## config.mk

```make
export PLATFORM = sky130hd
export DESIGN_NAME = mmio_bus_arbiter
export DESIGN_NICKNAME = d
export VERILOG_FILES = /design/src/rtl/mmio_bus_arbiter.sv
export SDC_FILE = /design/constraint.sdc
export NUM_CORES = 1
export LEC_CHECK = 0
export CAP_MARGIN = 40
export CORE_ASPECT_RATIO = 1.25
export CORE_MARGIN = 4
export CORE_UTILIZATION = 34
export DETAILED_ROUTE_END_ITERATION = 16
export PLACE_DENSITY = 0.73
export SLEW_MARGIN = 5
export SYNTH_ARGS = -nofsm -noshare
export SYNTH_HDL_FRONTEND = slang
export SYNTH_SLANG_ARGS = --single-unit
```

## constraint.sdc

```tcl
create_clock -name clk -period 1.5 [get_ports clk]
set_input_delay 0.3 -clock clk [delete_from_list [all_inputs] [get_ports clk]]
set_output_delay 0.3 -clock clk [all_outputs]
set_load 0.02 [all_outputs]
```

## src/rtl/mmio_bus_arbiter.sv

```systemverilog
// Round-robin arbiter/sequencer for two masters sharing the switch/LED MMIO bus.
// Optional MMIO_ERR_EN: report decode errors on mN_err for unmapped accesses.
module mmio_bus_arbiter #(
  parameter int                ADDR_W   = 30,
  parameter int                DATA_W   = 32,
  parameter logic [ADDR_W-1:0] SW_ADDR  = 'h0,
  parameter logic [ADDR_W-1:0] LED_ADDR = 'h4
) (
  input  logic              clk,
  input  logic              rst,
  input  logic              m0_req,
  input  logic [ADDR_W-1:0] m0_addr,
  input  logic              m0_we,
  input  logic              m0_re,
  input  logic [DATA_W-1:0] m0_wdata,
  output logic              m0_gnt,
  output logic              m0_done,
  output logic [DATA_W-1:0] m0_rdata,
  output logic              m0_err,
  input  logic              m1_req,
  input  logic [ADDR_W-1:0] m1_addr,
  input  logic              m1_we,
  input  logic              m1_re,
  input  logic [DATA_W-1:0] m1_wdata,
  output logic              m1_gnt,
  output logic              m1_done,
  output logic [DATA_W-1:0] m1_rdata,
  output logic              m1_err,
  output logic [ADDR_W-1:0] memAddress,
  output logic              writeEnable,
  output logic              readEnable,
  output logic [DATA_W-1:0] writeData,
  input  logic [DATA_W-1:0] switchReadData,
  input  logic [DATA_W-1:0] ledReadData
);

  typedef enum logic [1:0] {IDLE, ACCESS, RESP} state_t;

  state_t              state_q, state_d;
  logic                ptr_q, ptr_d;   // 1 favours M1 on contention
  logic                win_q, win_d;   // 1 when M1 owns the current transfer
  logic [ADDR_W-1:0]   addr_q, addr_d;
  logic                we_q, we_d;
  logic                re_q, re_d;
  logic [DATA_W-1:0]   wdata_q, wdata_d;
  logic [DATA_W-1:0]   m0_rdata_q, m0_rdata_d;
  logic [DATA_W-1:0]   m1_rdata_q, m1_rdata_d;

  logic                mapped;
  logic                in_access;
  logic                in_resp;
  logic                grant_m1;
  logic [DATA_W-1:0]   bus_rdata;
  logic [1:0]          gnt_vec;
  logic [1:0]          done_vec;
  logic [1:0]          err_vec;

  assign mapped    = (addr_q == SW_ADDR) || (addr_q == LED_ADDR);
  assign in_access = (state_q == ACCESS);
  assign in_resp   = (state_q == RESP);

  // Writes (including we&re) and null transfers return zero, as do unmapped reads.
  always_comb begin
    bus_rdata = '0;
    if (re_q && !we_q) begin
      if (addr_q == SW_ADDR)       bus_rdata = switchReadData;
      else if (addr_q == LED_ADDR) bus_rdata = ledReadData;
    end
  end

  always_ff @(posedge clk) begin
    if (rst) begin
      state_q    <= IDLE;
      ptr_q      <= 1'b0;
      win_q      <= 1'b0;
      addr_q     <= '0;
      we_q       <= 1'b0;
      re_q       <= 1'b0;
      wdata_q    <= '0;
      m0_rdata_q <= '0;
      m1_rdata_q <= '0;
    end else begin
      state_q    <= state_d;
      ptr_q      <= ptr_d;
      win_q      <= win_d;
      addr_q     <= addr_d;
      we_q       <= we_d;
      re_q       <= re_d;
      wdata_q    <= wdata_d;
      m0_rdata_q <= m0_rdata_d;
      m1_rdata_q <= m1_rdata_d;
    end
  end

  always_comb begin
    state_d    = state_q;
    ptr_d      = ptr_q;
    win_d      = win_q;
    addr_d     = addr_q;
    we_d       = we_q;
    re_d       = re_q;
    wdata_d    = wdata_q;
    m0_rdata_d = m0_rdata_q;
    m1_rdata_d = m1_rdata_q;
    grant_m1   = m1_req && (!m0_req || ptr_q);
    case (state_q)
      IDLE: begin
        if (m0_req || m1_req) begin
          win_d   = grant_m1;
          addr_d  = grant_m1 ? m1_addr  : m0_addr;
          we_d    = grant_m1 ? m1_we    : m0_we;
          re_d    = grant_m1 ? m1_re    : m0_re;
          wdata_d = grant_m1 ? m1_wdata : m0_wdata;
          state_d = ACCESS;
        end
      end
      ACCESS: begin
        if (win_q) m1_rdata_d = bus_rdata;
        else       m0_rdata_d = bus_rdata;
        state_d = RESP;
      end
      RESP: begin
        ptr_d   = ~win_q;
        state_d = IDLE;
      end
      default: state_d = IDLE;
    endcase
  end

`ifdef MMIO_ERR_EN
  logic err_q, err_d;

  assign err_d = in_access ? (!mapped && (we_q || re_q)) : err_q;

  always_ff @(posedge clk) begin
    if (rst) err_q <= 1'b0;
    else     err_q <= err_d;
  end
`endif

  generate
    for (genvar gi = 0; gi < 2; gi++) begin : g_master
      assign gnt_vec[gi]  = in_access && (win_q == gi[0]);
      assign done_vec[gi] = in_resp   && (win_q == gi[0]);
`ifdef MMIO_ERR_EN
      assign err_vec[gi]  = done_vec[gi] && err_q;
`else
      assign err_vec[gi]  = 1'b0;
`endif
    end
  endgenerate

  assign m0_gnt      = gnt_vec[0];
  assign m1_gnt      = gnt_vec[1];
  assign m0_done     = done_vec[0];
  assign m1_done     = done_vec[1];
  assign m0_err      = err_vec[0];
  assign m1_err      = err_vec[1];
  assign m0_rdata    = m0_rdata_q;
  assign m1_rdata    = m1_rdata_q;
  assign memAddress  = addr_q;
  assign writeData   = wdata_q;
  assign writeEnable = in_access && we_q && mapped;
  assign readEnable  = in_access && re_q && !we_q && mapped;

endmodule

```

== Yosys cells after proc, flatten, opt, wreduce, memory -nomap -nowiden ==
Cells that the tools add are included.
Word-level totals
  output and inout bits: 134
  word-level logic and storage cells: 44
  input port bits: 196
  flip-flop bits (word level): 132
Cells by class
  muxes and demuxes: 9
  reduce and logical (&&, ||, !) cells: 21
  equal/unequal tests: 4
  bitwise operators: 1
Operator list (number)
  two-way mux 32 bit: 4
  equality test 30 x 3 -> 1 bit (second input constant): 1
  zero test 30 bit: 1
  two-way mux 30 bit: 1
  logical AND 1 bit: 11
  AND reduction 2 bit: 3
  one-hot mux 2 bit (2 select lines): 1
  logical OR 1 bit: 3
  equality test 2 x 1 -> 1 bit (second input constant): 1
  equality test 2 bit (second input constant): 1
  zero test 1 bit: 2
  zero test 2 bit: 1
  two-way mux 1 bit: 2
  two-way mux 2 bit: 1
  != test 2 bit (second input constant): 1
  NOT 1 bit: 1

== Depth between registers and ports, before layout ==
  depth in word-level cells: 4
  depth in mapped cells: 6

== Worst setup path after synthesis ==
No wires, ideal clock.
  path kind: register to output
  start point: reg addr_q[4], in the netlist memAddress[4]
  end point: out writeEnable
  required time: 1.200 ns
  path buffers: 1
  arrival: 1.811 ns
  slack: -0.611 ns
  cell stages (with the launch flop): 5
  path through: dfxtp_1 -> nor4_1 -> nand4_1 -> buf_4 -> nor4_1
Between the ends
  longest elaborated chain between the ends: 3
  elaborated cells on any way between the ends: 4
  classes of those cells: 1 x eq/ne; 3 x reduce/logical
RTL lines
  from (decl): line 42  | logic [ADDR_W-1:0] addr_q, addr_d;
  from (signal assigned): line 86  | addr_q <= addr_d;
  equality test 30 x 3 -> 1 bit / zero test 30 bit (equally long branches): line 58  | assign mapped = (addr_q == SW_ADDR) || (addr_q == LED_ADDR);
  logical OR 1 bit *: line 58
  logical AND 1 bit *: line 163  | assign writeEnable = in_access && we_q && mapped;
  to (decl): line 30  | output logic writeEnable,
Every way passes the cells marked *; elsewhere a longest branch is shown, timed or not.

== Final worst setup path ==
  start point: reg addr_q[15], in the netlist memAddress[15]
  end point: out readEnable
Between the ends
  longest elaborated chain between the ends: 3
  elaborated cells on any way between the ends: 4
  classes of those cells: 1 x eq/ne; 3 x reduce/logical
RTL lines
  equality test 30 x 3 -> 1 bit / zero test 30 bit (equally long branches): line 58
  logical OR 1 bit *: line 58
  logical AND 1 bit *: line 164  | assign readEnable = in_access && re_q && !we_q && mapped;
  to (decl): line 31  | output logic readEnable,
Marked as above.

==> metrics <==
status=finished, violations left; failing checks=setup timing; most frequent cell after synthesis=dfxtp_1; Switching Share=between 20% and 30%; vias in the first global route=approximately 5,700; total power=roughly 11,000 uW; WS Path Type=reg2out; hold_ws=293.0 ps; Worst Path Buf+Inv=3; GPL Wtd Cong=roughly 0.80; number of diodes=0; Crit-path slowest cell=dfxtp_2; CTS tree=yes; # IOs=330; Bufs on Longest Clock Path=2; Synth area leaders=dfxtp_1 47%, mux2i_1 17%, a22o_1 10%, a211oi_1 8.5%, nor2_1 7.1%; P_leak=0.005039 uW; CP dominant cell by count=buf_6; via count=5,837; setup violators final=72; sum of negative setup slack=-27,110 ps; synthesized flop and latch total=roughly 130; worst hold path type=in2reg; Tightest Pin Transition=about 550 ps; Chip Width=123.1 um; r2r startpoint=memAddress[18]; Inst Count DP=1,103; Final Instance Area=roughly 11,000 um^2; FF-to-FF path depth=9; Syn Std Cell Area=5627 um^2; Pwr Density=~1000 nW/um^2; number of H-tree levels=4; CTS sink cnt=roughly 130; Top Family by Delay on Critical Path=simple AND/OR/NAND/NOR gates; Mean Syn Cell Area=10.44 um^2; clk_skew=~8.0 ps; met2 Use GR=a little under two fifths; clock buffer count from CTS=17; DRT antenna net count=0; sequential share of the synthesized area=46.96%; PnR worst setup slack=-525.3 ps; cell area after placement=approximately 9700 um^2; area grow syn2layout=97.24%; crit end category=primary output; Worst Path Arrival=1730 ps; latest clock arrival within the worst-skew pair=420 ps; die area=18,680 um^2; core area=16,200 um^2; DRC Markers=0; part of the power in registers=34.5%; M1 GR Usage=a little over a fifth; share of post-route cells with drive strength above 1=27.69%; total global routing overflow=0; top cells by count, synth=132 x dfxtp_1, 107 x nor2_1, 96 x mux2i_1, 64 x a211oi_1, 64 x a22o_1; Max IR drop VDD=0.6314 mV; RSZ-0062 raised after global routing=yes; Synth Flop Type=dfxtp_1; GR Util met3=7.847%; GRT Overall Usage=21.03%; reg-to-reg endpoint=m1_rdata[4]; initial antenna violation count=0; dpl hpwl=14,900 um; reg-to-reg setup timing slack=-450 ps; number of enable flip-flop cells after synthesis=0; startpoint types=flop; Final Max Tran Viols=0; asr flop ratio synth=0%; # Max-Cap Violations=0; layout net count=1,140; Yosys warning count=0; Gate Count Post-Synth=roughly 540; worst path required time=about 1200 ps; Clock Power Share=between 40% and 50%; worst-path cell chain=nor4_4, nand4_1, buf_6, buf_12, nor3_4, buf_6; P_int=8204 uW; Root Driver=clkbuf_16; largest stage delay on the critical path=330 ps; synth unique cells=26; routed len/inst=~19 um; Net Switching=between 3000 and 4000 uW; Initial Util=34.73%; Layout Cells excl Fill=roughly 1,200; Min-Delay Endpoint=memAddress[2]; first-pass GRT wire length=30,180 um; Setup crit start=memAddress[15]; area leader, netlist=dfxtp_1; fin crit share=135.0%; hold path start=rst; Final Hold Viols=0; Die Ht=151.8 um; Achievable Freq=493.7 MHz; final wirelength=22,330 um; hold path cells=2; combinational share of power=25.4%; Port-buffer cells=327; drt via density=~5.0; top cell type's share of synthesized area=46.96%; row cnt=52; Final min period=2025 ps; largest fanout on the critical path=3; Slew HR=63.27%; drt first pass iters=4; largest net degree at the start of global routing=37; initial drt markers=roughly 250; Clk pin slew, worst setup/hold paths=~60 ps; GRT busiest layer=met2
layout by cell type (no fill, tap or decap), types with 2 or more instances in the layout:
master / synthesis / layout
clkbuf_16: 0 / 27
inv_6: 0 / 3
clkdlybuf4s50_1: 0 / 194
nor2_2: 0 / 4
dfxtp_2: 0 / 21
buf_4: 11 / 61
clkbuf_2: 0 / 5
clkdlybuf4s15_2: 0 / 22
conb_1: 1 / 2
a211oi_2: 0 / 38
dlygate4sd2_1: 0 / 95
clkinv_4: 0 / 3
nor2_4: 0 / 4
mux2i_2: 0 / 2
nor3_4: 0 / 2
clkinvlp_4: 0 / 3
buf_6: 6 / 18
dfxtp_1: 132 / 109
a211oi_1: 64 / 26
nor4_2: 0 / 2
nor4_4: 5 / 7
a22o_1: 64 / 64
mux2i_1: 96 / 94
nor2_1: 107 / 99
buf_8: 0 / 5
buf_2: 17 / 4
bufinv_16: 0 / 4
buf_12: 0 / 17
buf_16: 0 / 3
dfxtp_4: 0 / 2
worst reg2reg max path: cells and delay by family, from the launching register on:
family,cells,cell delay [ps]
compound gates,1,150
buf+inv,5,810
flops,1,330
simple gates,3,600
worst max path at each step:
stage,cells past startpoint,end,slack (ps)
final,6,readEnable,-530
after detailed placement,4,writeEnable,-560
after CTS,6,readEnable,-520
after floorplan,4,writeEnable,-130
after global routing,6,readEnable,-620
after global placement,4,writeEnable,-530
kinds of logic after synthesis:
| logic type | count (synthesis) | share of synthesized area, % |
|---|---|---|
| other cells | 1 | 0.06665 |
| simple gates | 127 | 11.23 |
| buf+inv | 52 | 5.804 |
| mux | 96 | 17.08 |
| flops | 132 | 46.96 |
| compound gates | 131 | 18.86 |
per-layer routing:
metal	vias to the layer above	wire (um)
met2	262	11620
li1	2806	-
met5	-	0
met4	0	722
met3	50	2205
met1	2719	7783
power groups by stage:
stage | clock, uW | combinational [uW] | sequential [uW]
final | 4530 | 2860 | 3880
after detailed placement | 0 | 2540 | 3940
after floorplan | 0 | 861 | 4190
after global routing | 4760 | 3050 | 3910
after CTS | 4600 | 2520 | 3870
after global placement | 0 | 2530 | 3930
stage by stage:
| step | worst slack, ps | util (%) |
|---|---|---|
| after CTS | -518.8 | 64.95 |
| after global routing | -618.7 | 68.50 |
| after global placement | -534.9 | 59.64 |
| after detailed placement | -564.0 | 59.64 |
| after floorplan | -126.9 | - |
| final | -525.3 | 68.50 |
sequential cells by signal (all words and copies together) (netlist names):
| signal | flops |
|---|---|
| m0_rdata | 32 |
| m1_rdata | 32 |
| writeData | 32 |
| memAddress | 30 |
| state_q | 2 |
| ptr_q | 1 |
| re_q | 1 |
| we_q | 1 |
| win_q | 1 |
cell type report:
type	count	area [um^2]
fill	1256	5102
timing repair buffer	435	4493
multi-input combinational	356	2988
sequential	132	2676
clock buffer	19	454.2
tap	216	270.3
clock inverter	13	195.2
inverter	2	21.27
timing repair:
action                                  in CTS  in global routing
gates resized for setup                    226                 71
pin swaps                                    8                 43
endpoints found under the setup margin     196                119
cloned                                       4                 13
setup buffers                               10                 14
hold buffers                                 0                  0
Power figures use the tool's default switching activity.
